===== src/rtl/pool_addr_sched.sv =====
// pool_addr_sched: address scheduler for a pooled transform.
// A go in IDLE loads the LFSR seed and the sample count, pulses start,
// waits INIT_CYC cycles, then in RUN walks four pool addresses (p/q/r/s
// spaced by 256) from a 10-bit LFSR base that advances every two cycles.
// c_valid follows RUN entry by PIPE_LAT cycles and counts samples until
// n_samples is reached (0 = unbounded). stop aborts to IDLE without done.
//
// Ports:
//   CK, RB              clock, async active-low reset
//   go, stop            run request (IDLE only), abort (stop wins over go)
//   seed, n_samples     LFSR seed and run length, sampled on accepted go
//   start               one-cycle pulse at run start
//   p/q/r/s_addr        pool addresses
//   c_valid             transform output holds a counted sample
//   busy, done          activity flag, end-of-bounded-run pulse
//   total_cnt           (only with POOL_ADDR_SCHED_CNT_EN) saturating count
//                       of c_valid cycles since reset
module pool_addr_sched #(
    parameter int unsigned PIPE_LAT = 6,
    parameter int unsigned INIT_CYC = 1025
) (
    input  logic        CK,
    input  logic        RB,
    input  logic        go,
    input  logic        stop,
    input  logic [9:0]  seed,
    input  logic [15:0] n_samples,
    output logic        start,
    output logic [9:0]  p_addr,
    output logic [9:0]  q_addr,
    output logic [9:0]  r_addr,
    output logic [9:0]  s_addr,
    output logic        c_valid,
    output logic        busy,
    output logic        done
`ifdef POOL_ADDR_SCHED_CNT_EN
    ,
    output logic [31:0] total_cnt
`endif
);

    localparam int unsigned ADDR_W = 10;
    localparam int unsigned CNT_W  = 16;
    localparam int unsigned INIT_W = $clog2(INIT_CYC + 1);

    typedef enum logic [2:0] {
        S_IDLE  = 3'd0,
        S_START = 3'd1,
        S_INIT  = 3'd2,
        S_RUN   = 3'd3,
        S_DONE  = 3'd4
    } state_t;

    state_t              r_state;
    state_t              w_next;
    logic [ADDR_W-1:0]   r_b;
    logic                r_phase;
    logic [INIT_W-1:0]   r_init_cnt;
    logic [CNT_W-1:0]    r_cnt;
    logic [CNT_W-1:0]    r_nsamp;
    logic [PIPE_LAT-1:0] r_dl;
    logic                r_start;
    logic                r_busy;
    logic                r_done;

    logic [CNT_W-1:0]    w_cnt_inc;
    logic                w_cnt_hit;
    logic                w_init_last;
    logic [ADDR_W-1:0]   w_b_next;
    logic [ADDR_W-1:0]   w_seed_ld;

    assign w_b_next    = {r_b[8:0], r_b[9] ^ r_b[6]};
    assign w_seed_ld   = (seed == '0) ? ADDR_W'(1) : seed;
    assign w_init_last = (r_init_cnt == INIT_W'(INIT_CYC - 1));

    // Next-state logic; the count hit uses the incremented value so the
    // last sample's edge is also the RUN->DONE edge.
    always_comb begin
        w_next    = r_state;
        w_cnt_inc = r_cnt + CNT_W'(1);
        w_cnt_hit = c_valid && (r_nsamp != '0) && (w_cnt_inc == r_nsamp);
        case (r_state)
            S_IDLE:  if (go && !stop) w_next = S_START;
            S_START: w_next = stop ? S_IDLE : S_INIT;
            S_INIT: begin
                if (stop)             w_next = S_IDLE;
                else if (w_init_last) w_next = S_RUN;
            end
            S_RUN: begin
                if (stop)           w_next = S_IDLE;
                else if (w_cnt_hit) w_next = S_DONE;
            end
            S_DONE:  w_next = S_IDLE;
            default: w_next = S_IDLE;
        endcase
    end

    // State register and registered status outputs.
    always_ff @(posedge CK or negedge RB) begin
        if (!RB) begin
            r_state <= S_IDLE;
            r_start <= 1'b0;
            r_busy  <= 1'b0;
            r_done  <= 1'b0;
        end else begin
            r_state <= w_next;
            r_start <= (w_next == S_START);
            r_busy  <= (w_next == S_START) || (w_next == S_INIT) || (w_next == S_RUN);
            r_done  <= (w_next == S_DONE);
        end
    end

    // LFSR base, pair phase, INIT timer, sample counter.
    always_ff @(posedge CK or negedge RB) begin
        if (!RB) begin
            r_b        <= ADDR_W'(1);
            r_phase    <= 1'b0;
            r_init_cnt <= '0;
            r_cnt      <= '0;
            r_nsamp    <= '0;
        end else begin
            if (r_state == S_IDLE && w_next == S_START) begin
                r_b     <= w_seed_ld;
                r_nsamp <= n_samples;
                r_cnt   <= '0;
            end else begin
                if (r_state == S_RUN && w_next == S_RUN && r_phase) r_b <= w_b_next;
                if (r_state == S_RUN && c_valid) r_cnt <= w_cnt_inc;
            end
            r_phase    <= (r_state == S_RUN && w_next == S_RUN) ? ~r_phase : 1'b0;
            r_init_cnt <= (r_state == S_INIT) ? r_init_cnt + INIT_W'(1) : '0;
        end
    end

    // Run-tracking delay line; flushed whenever RUN is left so c_valid
    // drops on the same edge.
    always_ff @(posedge CK or negedge RB) begin
        if (!RB) begin
            r_dl <= '0;
        end else if (w_next != S_RUN) begin
            r_dl <= '0;
        end else begin
            r_dl <= (r_dl << 1) | PIPE_LAT'(r_state == S_RUN);
        end
    end

    assign start   = r_start;
    assign busy    = r_busy;
    assign done    = r_done;
    assign c_valid = r_dl[PIPE_LAT-1];
    assign p_addr  = r_b;
    assign q_addr  = r_b + 10'd256;
    assign r_addr  = r_b + 10'd512;
    assign s_addr  = r_b + 10'd768;

`ifdef POOL_ADDR_SCHED_CNT_EN
    logic [31:0] r_total;

    // Lifetime sample count, saturating, cleared only by reset.
    always_ff @(posedge CK or negedge RB) begin
        if (!RB) begin
            r_total <= '0;
        end else if (c_valid && (r_total != '1)) begin
            r_total <= r_total + 32'd1;
        end
    end

    assign total_cnt = r_total;
`endif

endmodule


===== config.mk =====
export PLATFORM = sky130hd
export DESIGN_NAME = pool_addr_sched
export DESIGN_NICKNAME = d
export VERILOG_FILES = /design/src/rtl/pool_addr_sched.sv
export SDC_FILE = /design/constraint.sdc
export NUM_CORES = 1
export LEC_CHECK = 0
export ABC_AREA = 1
export CAP_MARGIN = 5
export CELL_PAD_IN_SITES_DETAIL_PLACEMENT = 0
export CELL_PAD_IN_SITES_GLOBAL_PLACEMENT = 1
export CORE_AREA = 2 2 127 129
export CTS_CLUSTER_SIZE = 12
export DETAILED_ROUTE_END_ITERATION = 12
export DIE_AREA = 0 0 129 131
export GPL_ROUTABILITY_DRIVEN = 0
export PLACE_DENSITY = 0.64
export RECOVER_POWER = 25
export SYNTH_ARGS = -nofsm -noshare
export SYNTH_HDL_FRONTEND = slang
export SYNTH_SLANG_ARGS = --single-unit

===== constraint.sdc =====
create_clock -name CK -period 1.7 [get_ports CK]
set_input_delay 0.51 -clock CK [delete_from_list [all_inputs] [get_ports CK]]
set_output_delay 0.51 -clock CK [all_outputs]
set_load 0.01 [all_outputs]

Word-level counts from Yosys, hierarchy flattened
Index checks and enable logic that the tools add are counted.
{ "totals": {"wordCells": 58, "out_inout_bits": 44, "input_bits": 30, "reg_bits": 66} }
{ "classes": {"bitwise_logic": 3, "n_reduce_logical": 15, "n_mux": 15, "add_sub_neg": 5, "n_eq_ne": 10} }
{ "ops": {"columns": ["cell", "count"], "rows": [
  ["$mux W16", 2],
  ["$mux W10", 3],
  ["$add A10 B10 Y10 const B", 2],
  ["$add A16 B1 Y16 const B", 1],
  ["$eq A16 B16 Y1", 1],
  ["$reduce_bool A16 Y1", 1],
  ["$mux W3", 5],
  ["$eq A3 B2 Y1 const B", 4],
  ["$pmux W3 S4", 1],
  ["$add A11 B1 Y11 const B", 1],
  ["$eq A11 B11 Y1 const B", 1],
  ["$mux W11", 1],
  ["$add A10 B9 Y10 const B", 1],
  ["$logic_not A10 Y1", 1],
  ["$logic_and A1 B1 Y1", 7],
  ["$eq A3 B1 Y1 const B", 2],
  ["$mux W6", 1],
  ["$or A6 B1 Y6", 1],
  ["$reduce_bool A2 Y1", 2],
  ["$eq A3 B3 Y1 const B", 1],
  ["$logic_not A3 Y1", 1],
  ["$ne A3 B2 Y1 const B", 1],
  ["$logic_or A1 B1 Y1", 2],
  ["$mux W2", 1],
  ["4 further kinds", 4]
]} }

Logic depth before layout (Yosys ltp)
Gate-level depths: netlist (run 1).
{ "depth": {"word_depth": 11, "depth_mapped": 17, "depth_no_buf": 17} }

Least setup slack after synthesis (run 1)
Ideal clock, no wire load.
{ "synth_path": {"kind": "flip-flop to flip-flop", "from": "reg r_cnt[0]", "to": "reg r_b[6] (netlist: p_addr[6])", "synth_period_minus_slack_ns": 1.858, "arrival_time_ns": 1.741, "path_stages_with_launch": 17, "required_ns": 1.583, "path_slack_ns": -0.158, "path_cell_list": "dfrtp_1 > ha_1 > nand2_1 > nor2_4 > nand2_1 > nand3_1 > nand2_1 > inv_1 > nand2_1 > nor2_1 > nand2_1 > nor2_2 > nand2_2 > nand3_2 > nand2_2 > nand2_1 > nand2_1"} }
{ "synth_between": {"elab_chain_cells": 10, "word_cells_on_any_way": 13, "cone_classes": "add/sub: 1; eq/ne: 3; mux: 4; reduce/logical: 5"} }
{ "synth_lines": {"columns": ["element", "line_no", "rtl"], "rows": [
  ["start: declaration", "59", "logic [CNT_W-1:0] r_cnt;"],
  ["start signal: assignment", "128", "if (r_state == S_RUN && c_valid) r_cnt <= w_cnt_inc;"],
  ["$add A16 B1 Y16 *", "80", "w_cnt_inc = r_cnt + CNT_W'(1);"],
  ["$eq A16 B16 Y1 *", "81", "w_cnt_hit = c_valid && (r_nsamp != '0) && (w_cnt_inc == r_nsamp);"],
  ["$logic_and A1 B1 Y1 *", "81", null],
  ["$mux W3 *", "91", "else if (w_cnt_hit) w_next = S_DONE;"],
  ["$mux W3 *", "90", "if (stop) w_next = S_IDLE;"],
  ["$pmux W3 S4 *", "82", "case (r_state)"],
  ["$eq A3 B2 Y1", "127", "if (r_state == S_RUN && w_next == S_RUN && r_phase) r_b <= w_b_next;"],
  ["$logic_and A1 B1 Y1 (2 in a row)", "127", null],
  ["$reduce_bool A2 Y1 (no source line)", null, null],
  ["end signal: assignment", "123", "r_b <= w_seed_ld;"],
  ["end signal: assignment", "127", null],
  ["end: declaration", "56", "logic [ADDR_W-1:0] r_b;"]
]} }
Mark *: on every way between the ends. The rest lies on a longest branch, timed or not.
A chain may end at the register's enable or synchronous reset.

Worst setup path in the final report (run 1)
{ "layout_path": {"from": "reg r_cnt[0]", "to": "reg r_b[4] (netlist: p_addr[4])"} }
Same word-level chain as after synthesis.

==> flow_summary.yaml, run 1 <==
yosys:
  synth_cells: 514
  syn_area_sq_um: 3834
  ys_types: 30
  synth_warnings: 0
  yosys.area_share.adder: 0.009791
  synth_xor_area_frac: 0.03362
  syn_nets: 547
  synth_top_family_by_area: "simple AND/OR/NAND/NOR gates"
  synthSimpleGateAreaFrac: 0.3254
  synthMuxAreaShare: 0
  synth_compound_area_frac: 0.07115
  yosysSeqAreaShare: 0.4311
  syn_avg_cell_area_sq_um: 7.459
  ys_ff_latch: 66
layout:
  drive_gt1_frac: 0.3142
  fin_cells: 894
  final_area_sq_um: 5991
  antenna_cells: 0
  area_growth_pct: 56.27
  nets: 706
sta:
  fmax_ghz: 0.4542
  period_needed_ps: 2202
  slew_headroom: 0.3434
  setup_violations: 23
  rsz0062_at_grt: "true"
  fin_worst_skew_ps: 13.25
  slew_violations: 0
  period_share: 1.295
  fin_ws_ps: -501.9
  fin_tns_setup_ps: -9931
  hold_viol: 0
  worstMarginPinSlew_ps: 984.9
clock_network:
  clockBufferDepth: 2
  clock_latency_ps: 350
  cts_made_buffers: 9
  numClockSinks: 66
  root_buffer: "clkbuf_16"
  cts_hold_buf: 0
  cts_tree: "built"
  path_clk_slew_ps: 60
  cts-htree-levels: 3
placement:
  dp.cells: 855
  placed_area_sq_um: 5298
  port_buffers: 73
  hpwl_microns: 8296
  dp_worst_setup_slack_ps: -567.5
floorplanning:
  core-area_sq_um: 15600
  die_h_microns: 131
  die_x_microns: 129
  start_util: 0.2458
  io_pins: 74
  dieArea_sq_um: 16900
  num_rows: 46
detailed_routing:
  vias_per_cell: 4.298
  met1_length_microns: 5195
  firstDrtPassIters: 4
  met2WireLength_microns: 6025
  wirelength_microns: 11770
  route.met3.wl_microns: 431
  drt_iter0_markers: 201
  drc: 0
  vias: 3842
  ant_nets: 0
  wl_per_cell_microns: 13.16
  route.top_layer_used: "met4"
worst_setup_path:
  cp-end-kind: "register"
  worstSetupStartpointType: "register"
  crit_required_ps: 1930
  cp_max_fo: 7
  cp.arrival_ps: 2430
  crit_type: "register to register"
power:
  ir_drop_v: 0.0005102
  total_power_uw: 6107
  p_per_area_nw_per_um2: 1019
  p_leak_uw: 0.002875
global_routing:
  grt_overflow: 0
  grt_max_degree: 67
  grt_pass1_wl_microns: 18690
  grt_use_total: 0.1436
  antenna_found_initial: 0
  grt_pass1_vias: 3784
run_status:
  status: "finished, violations left"
  violations: "setup timing"
worst_hold_path:
  min_path_type: "primary input to asynchronous set/reset pin"
run:
  drv_cap: 0
==> what timing repair did <==
item | 4_1_cts | 5_1_grt
endpoints found under the setup margin | 66 | 45
gates cloned | 2 | 0
pin swaps | 14 | 11
setup buffers | 12 | 11
gates resized for setup | 102 | 50
==> worst max-delay path, stage by stage (launching register included) <==
cell and delay [ps]:
dfrtp_2 410, ha_4 190, nand2_8 70, nor2_4 230, nand3_2 120, nand2_2 90
buf_4 110, nand3_2 70, nand2_4 100, nor2_2 40, nand2_1 80, nor2_2 40
nand2_2 90, nand3_4 160, buf_6 190, nand3_2 50, nand2_1 50
==> power breakdown <==
part / internal (uW) / switching [uW] / leakage, uW
clock network: 1140 / 749 / 0.000146
registers: 1800 / 205 / 0.000868
logic: 1160 / 1040 / 0.00186
total: 4110 / 2000 / 0.00288
==> worst paths after layout <==
path                                from             to  slack (ps)  cells after the start
worst min register to register   r_dl[0]        r_dl[1]         470                      2
worst max register to register  r_cnt[0]      p_addr[4]        -500                     16
worst max-delay path            r_cnt[0]      p_addr[4]        -500                     16
worst min-delay path                  RB  r_init_cnt[7]         400                      2
max in group asynchronous             RB      p_addr[1]         570                      2
min in group CK                  r_dl[0]        r_dl[1]         470                      2
==> metrics by stage <==
stage                 util  hold slack [ps]
detailed placement  0.3396            436.5
CTS                 0.3729            187.5
global route        0.3841            482.2
floorplan                -            214.4
global placement    0.3396            430.7
finish              0.3841            403.9
==> area by class of cell <==
| cell class | instances | area [sq um] |
|---|---|---|
| Clock buffer | 9 | 225.2 |
| Sequential cell | 66 | 1664 |
| Fill cell | 1614 | 9607 |
| Clock inverter | 7 | 77.57 |
| Multi-Input combinational cell | 347 | 1966 |
| Timing Repair Buffer | 181 | 1530 |
| Tap cell | 216 | 270.3 |
| Inverter | 68 | 257.7 |
==> synthesized netlist by cell type, drive strengths merged <==
cell / n / share of area
nand3: 53 / 0.073
o21bai: 1 / 0.0020
xnor2: 3 / 0.0069
ha: 3 / 0.0098
clkbuf: 6 / 0.0059
nor4: 5 / 0.0082
xnor3: 3 / 0.018
or2: 1 / 0.0016
dfrtp: 65 / 0.42
xor2: 4 / 0.0091
nand2: 141 / 0.14
buf: 29 / 0.056
nor3b: 1 / 0.0020
a21oi: 9 / 0.012
nor4b: 1 / 0.0023
o21ai: 39 / 0.051
inv: 67 / 0.066
clkinv: 1 / 0.00098
nor3: 4 / 0.0052
o22ai: 4 / 0.0065
dfstp: 1 / 0.0069
nor2: 57 / 0.066
nand4: 16 / 0.026
==> metal layers <==
metal / vias up / global-route usage
met5: - / 0
met4: 0 / 0.05051
met3: 6 / 0.03705
met2: 69 / 0.2406
met1: 1820 / 0.1801
li1: 1947 / -
==> sequential cells by signal, indices dropped and copies added, names as in the netlist <==
name	count
r_cnt	16
r_init_cnt	11
r_nsamp	16
r_state	3
start	1
r_phase	1
done	1
r_dl	6
p_addr	10
busy	1
==> cell usage in the layout (no fill, tap or decap), types with 8 or more instances in the layout <==
cell type | Yosys | routed
nand2_2 | 4 | 13
clkdlybuf4s50_1 | 0 | 28
dfrtp_2 | 0 | 9
buf_6 | 1 | 13
nand3_2 | 3 | 19
nand4_1 | 16 | 16
o21ai_0 | 39 | 35
dlygate4sd2_1 | 0 | 26
buf_4 | 26 | 95
dfrtp_1 | 65 | 56
nor2_1 | 49 | 42
nand3_1 | 50 | 33
a21oi_1 | 9 | 8
nor2_2 | 4 | 10
inv_1 | 66 | 65
clkbuf_16 | 0 | 9
nand2_1 | 137 | 123
==> cell families (layout without fill, tap and decap cells) <==
group           after synthesis  count (layout)
compound gates               53              53
xor+xnor                     10              10
fa+ha+maj                     3               3
buf+inv                     103             265
flops                        66              66
simple gates                279             281
Note: power is estimated with default switching activity, not from simulation.
==> run 2: changes to the inputs <==
--- a/config.mk
+++ b/config.mk
@@ -10,7 +10,7 @@
 export CELL_PAD_IN_SITES_DETAIL_PLACEMENT = 0
 export CELL_PAD_IN_SITES_GLOBAL_PLACEMENT = 1
 export CORE_AREA = 2 2 127 129
-export CTS_CLUSTER_SIZE = 12
+export CTS_CLUSTER_SIZE = 20
 export DETAILED_ROUTE_END_ITERATION = 12
 export DIE_AREA = 0 0 129 131
 export GPL_ROUTABILITY_DRIVEN = 0
==> results of run 2 <==
The final DEF is identical to that of run 1; final timing and power are the same.
==> run 3: changes to the inputs <==
--- a/config.mk
+++ b/config.mk
@@ -7,14 +7,15 @@
 export LEC_CHECK = 0
 export ABC_AREA = 1
 export CAP_MARGIN = 5
-export CELL_PAD_IN_SITES_DETAIL_PLACEMENT = 0
-export CELL_PAD_IN_SITES_GLOBAL_PLACEMENT = 1
+export CELL_PAD_IN_SITES_DETAIL_PLACEMENT = 1
+export CELL_PAD_IN_SITES_GLOBAL_PLACEMENT = 2
 export CORE_AREA = 2 2 127 129
 export CTS_CLUSTER_SIZE = 20
 export DETAILED_ROUTE_END_ITERATION = 12
 export DIE_AREA = 0 0 129 131
 export GPL_ROUTABILITY_DRIVEN = 0
-export PLACE_DENSITY = 0.64
+export MAX_ROUTING_LAYER = met4
+export PLACE_DENSITY = 0.77
 export RECOVER_POWER = 25
 export SYNTH_ARGS = -nofsm -noshare
 export SYNTH_HDL_FRONTEND = slang
==> flow_summary.yaml, run 3 (synthesis results as in run 1) <==
global_routing:
  grt_pass1_wl_microns: 20470
  grt_use_total: 0.1621
  grt_max_degree: 32
  grt_pass1_vias: 4161
  grt_overflow: 0
  antenna_found_initial: 0
clock_network:
  root_buffer: "clkbuf_16"
  path_clk_slew_ps: 60
  clockBufferDepth: 2
  clock_latency_ps: 350
  cts-htree-levels: 3
  cts_tree: "built"
  numClockSinks: 66
  cts_made_buffers: 9
  cts_hold_buf: 0
worst_setup_path:
  cp_common_cell: "nand2_2"
  r2r_start: "r_cnt[1]"
  worstSetupStartpointType: "register"
  cp_num_cells: 16
  path_buf_inv: 2
  slowest_delay_ps: 420
  crit_family: "simple AND/OR/NAND/NOR gates"
  rrSetupSlack_ps: -520
  ff2ff_path_depth: 16
  crit_type: "register to register"
  cpMaxStageDelayCell: "dfrtp_2"
  cp-end-kind: "register"
  reg2reg_to: "p_addr[8]"
  crit_chain: "ha_4 -> nand2_4 -> nor2_4 -> buf_6 -> nand3_4 -> nand2_2 -> nand3_2 -> nand2_2 -> nor2_2 -> nand2_1 -> nor2_2 -> nand2_2 -> nand3_4 -> clkbuf_16 -> nand3_2 -> nand2_1"
  setup.worst_path.end: "p_addr[8]"
  crit_required_ps: 1940
  cp_max_fo: 8
  cp.arrival_ps: 2460
  critPathLaunch: "r_cnt[1]"
floorplanning:
  die_x_microns: 129
  start_util: 0.2458
  core-area_sq_um: 15600
  die_h_microns: 131
  num_rows: 46
  dieArea_sq_um: 16900
  io_pins: 74
placement:
  dp.cells: 849
  port_buffers: 73
  hpwl_microns: 9655
  placed_area_sq_um: 5290
run_status:
  status: "finished, violations left"
  violations: "setup timing"
layout:
  top_regs: "r_cnt x16, r_nsamp x16, r_init_cnt x11"
  fin_cells: 883
  final_area_sq_um: 5982
  nets: 695
  num-fill-cells: 1871
  final_common_cell: "nand2_1"
  area_growth_pct: 56.04
  utilization: 0.3835
  most-common-layout-cells: "nand2_1, buf_4, inv_1"
  antenna_cells: 0
  drive_gt1_frac: 0.3043
sta:
  hold_viol: 0
  setup_violations: 36
  period_share: 1.306
  slew_headroom: 0.4724
  worstMarginPinSlew_ps: 791.4
  period_needed_ps: 2220
  fin_worst_skew_ps: 7.482
  hold_ws_ps: 205.1
  fin_ws_ps: -519.7
  slew_violations: 0
  rsz0062_at_grt: "true"
  fmax_ghz: 0.4505
power:
  pwr-share-comb: 0.367
  netSwitchingFraction: 0.3252
  total_power_uw: 6295
  power_switching_uw: 2047
  seqPwrFrac: 0.322
  p_leak_uw: 0.002746
  p_per_area_nw_per_um2: 1052
  power.internal_uw: 4248
  clock_power_share: 0.311
  ir_drop_v: 0.0005096
detailed_routing:
  ant_nets: 0
  wirelength_microns: 12990
  drt_iter0_markers: 116
  wl_per_cell_microns: 14.71
  vias: 3910
  vias_per_cell: 4.428
  drc: 0
  firstDrtPassIters: 4
run:
  drv_cap: 0
worst_hold_path:
  min_path_type: "primary input to asynchronous set/reset pin"
[run 3: cell types whose count changed in the layout (fill, tap and decap cells not counted), moves of 3 or more]
cell,change
clkdlybuf4s50_1,+12
buf_4,-9
dlygate4sd2_1,-8
dlymetal6s2s_1,-4
nor2_1,-4
nor2_4,+4
nand3_2,-3
[run 3: worst min-delay path by stage]
stage / startpoint / endpoint / slack (ps) / cells past startpoint
final: RB / r_cnt[8] / 210 / 1
after global routing: RB / r_cnt[8] / 260 / 1
after CTS: RB / r_cnt[8] / 80 / 1
after detailed placement: RB / r_cnt[8] / 450 / 1
after global placement: r_phase / r_phase / 440 / 1
after floorplan: RB / busy / 210 / 0
[run 3: power by group through the flow]
| stage | Clock, uW | Sequential (uW) | Combinational, uW |
|---|---|---|---|
| 5_1_grt | 2080 | 2060 | 2530 |
| 6_report | 1960 | 2030 | 2310 |
| 2_1_floorplan | 0 | 2060 | 1110 |
| 3_5_place_dp | 0 | 2070 | 2200 |
| 4_1_cts | 2040 | 2030 | 2230 |
| 3_3_place_gp | 0 | 2050 | 2150 |
[run 3: repair_timing]
action                     CTS  global route
gates cloned                 0             1
setup buffers               10             8
setup endpoints to repair   67            45
pin swaps                    8            39
gates resized for setup     85            65
[run 3: area by class of cell]
cell class	instances	area (sq um)	area share
flip-flops and latches	66	1662	0.2778
well taps	216	270.3	0.04518
inverters	68	262.8	0.04392
clock inverters	5	62.56	0.01046
clock buffers	11	252.7	0.04225
repair buffers	172	1489	0.2489
multi-input cells	345	1983	0.3315
[run 3: per-stage QoR]
| step | setup WS, ps | TNS [ps] |
|---|---|---|
| floorplan | -117.8 | -1663 |
| finish | -519.7 | -12690 |
| detailed placement | -569.8 | -17540 |
| CTS | -479.4 | -12370 |
| global route | -701.8 | -18210 |
| global placement | -438.8 | -14160 |
[run 3: per-layer routing]
| metal | up-vias | routed length, microns | GRT usage |
|---|---|---|---|
| met1 | 1936 | 5233 | 0.1714 |
| li1 | 1918 | - | - |
| met2 | 42 | 7173 | 0.2963 |
| met4 | 0 | 188 | 0.04540 |
| met5 | - | 0 | - |
| met3 | 14 | 390 | 0.04601 |
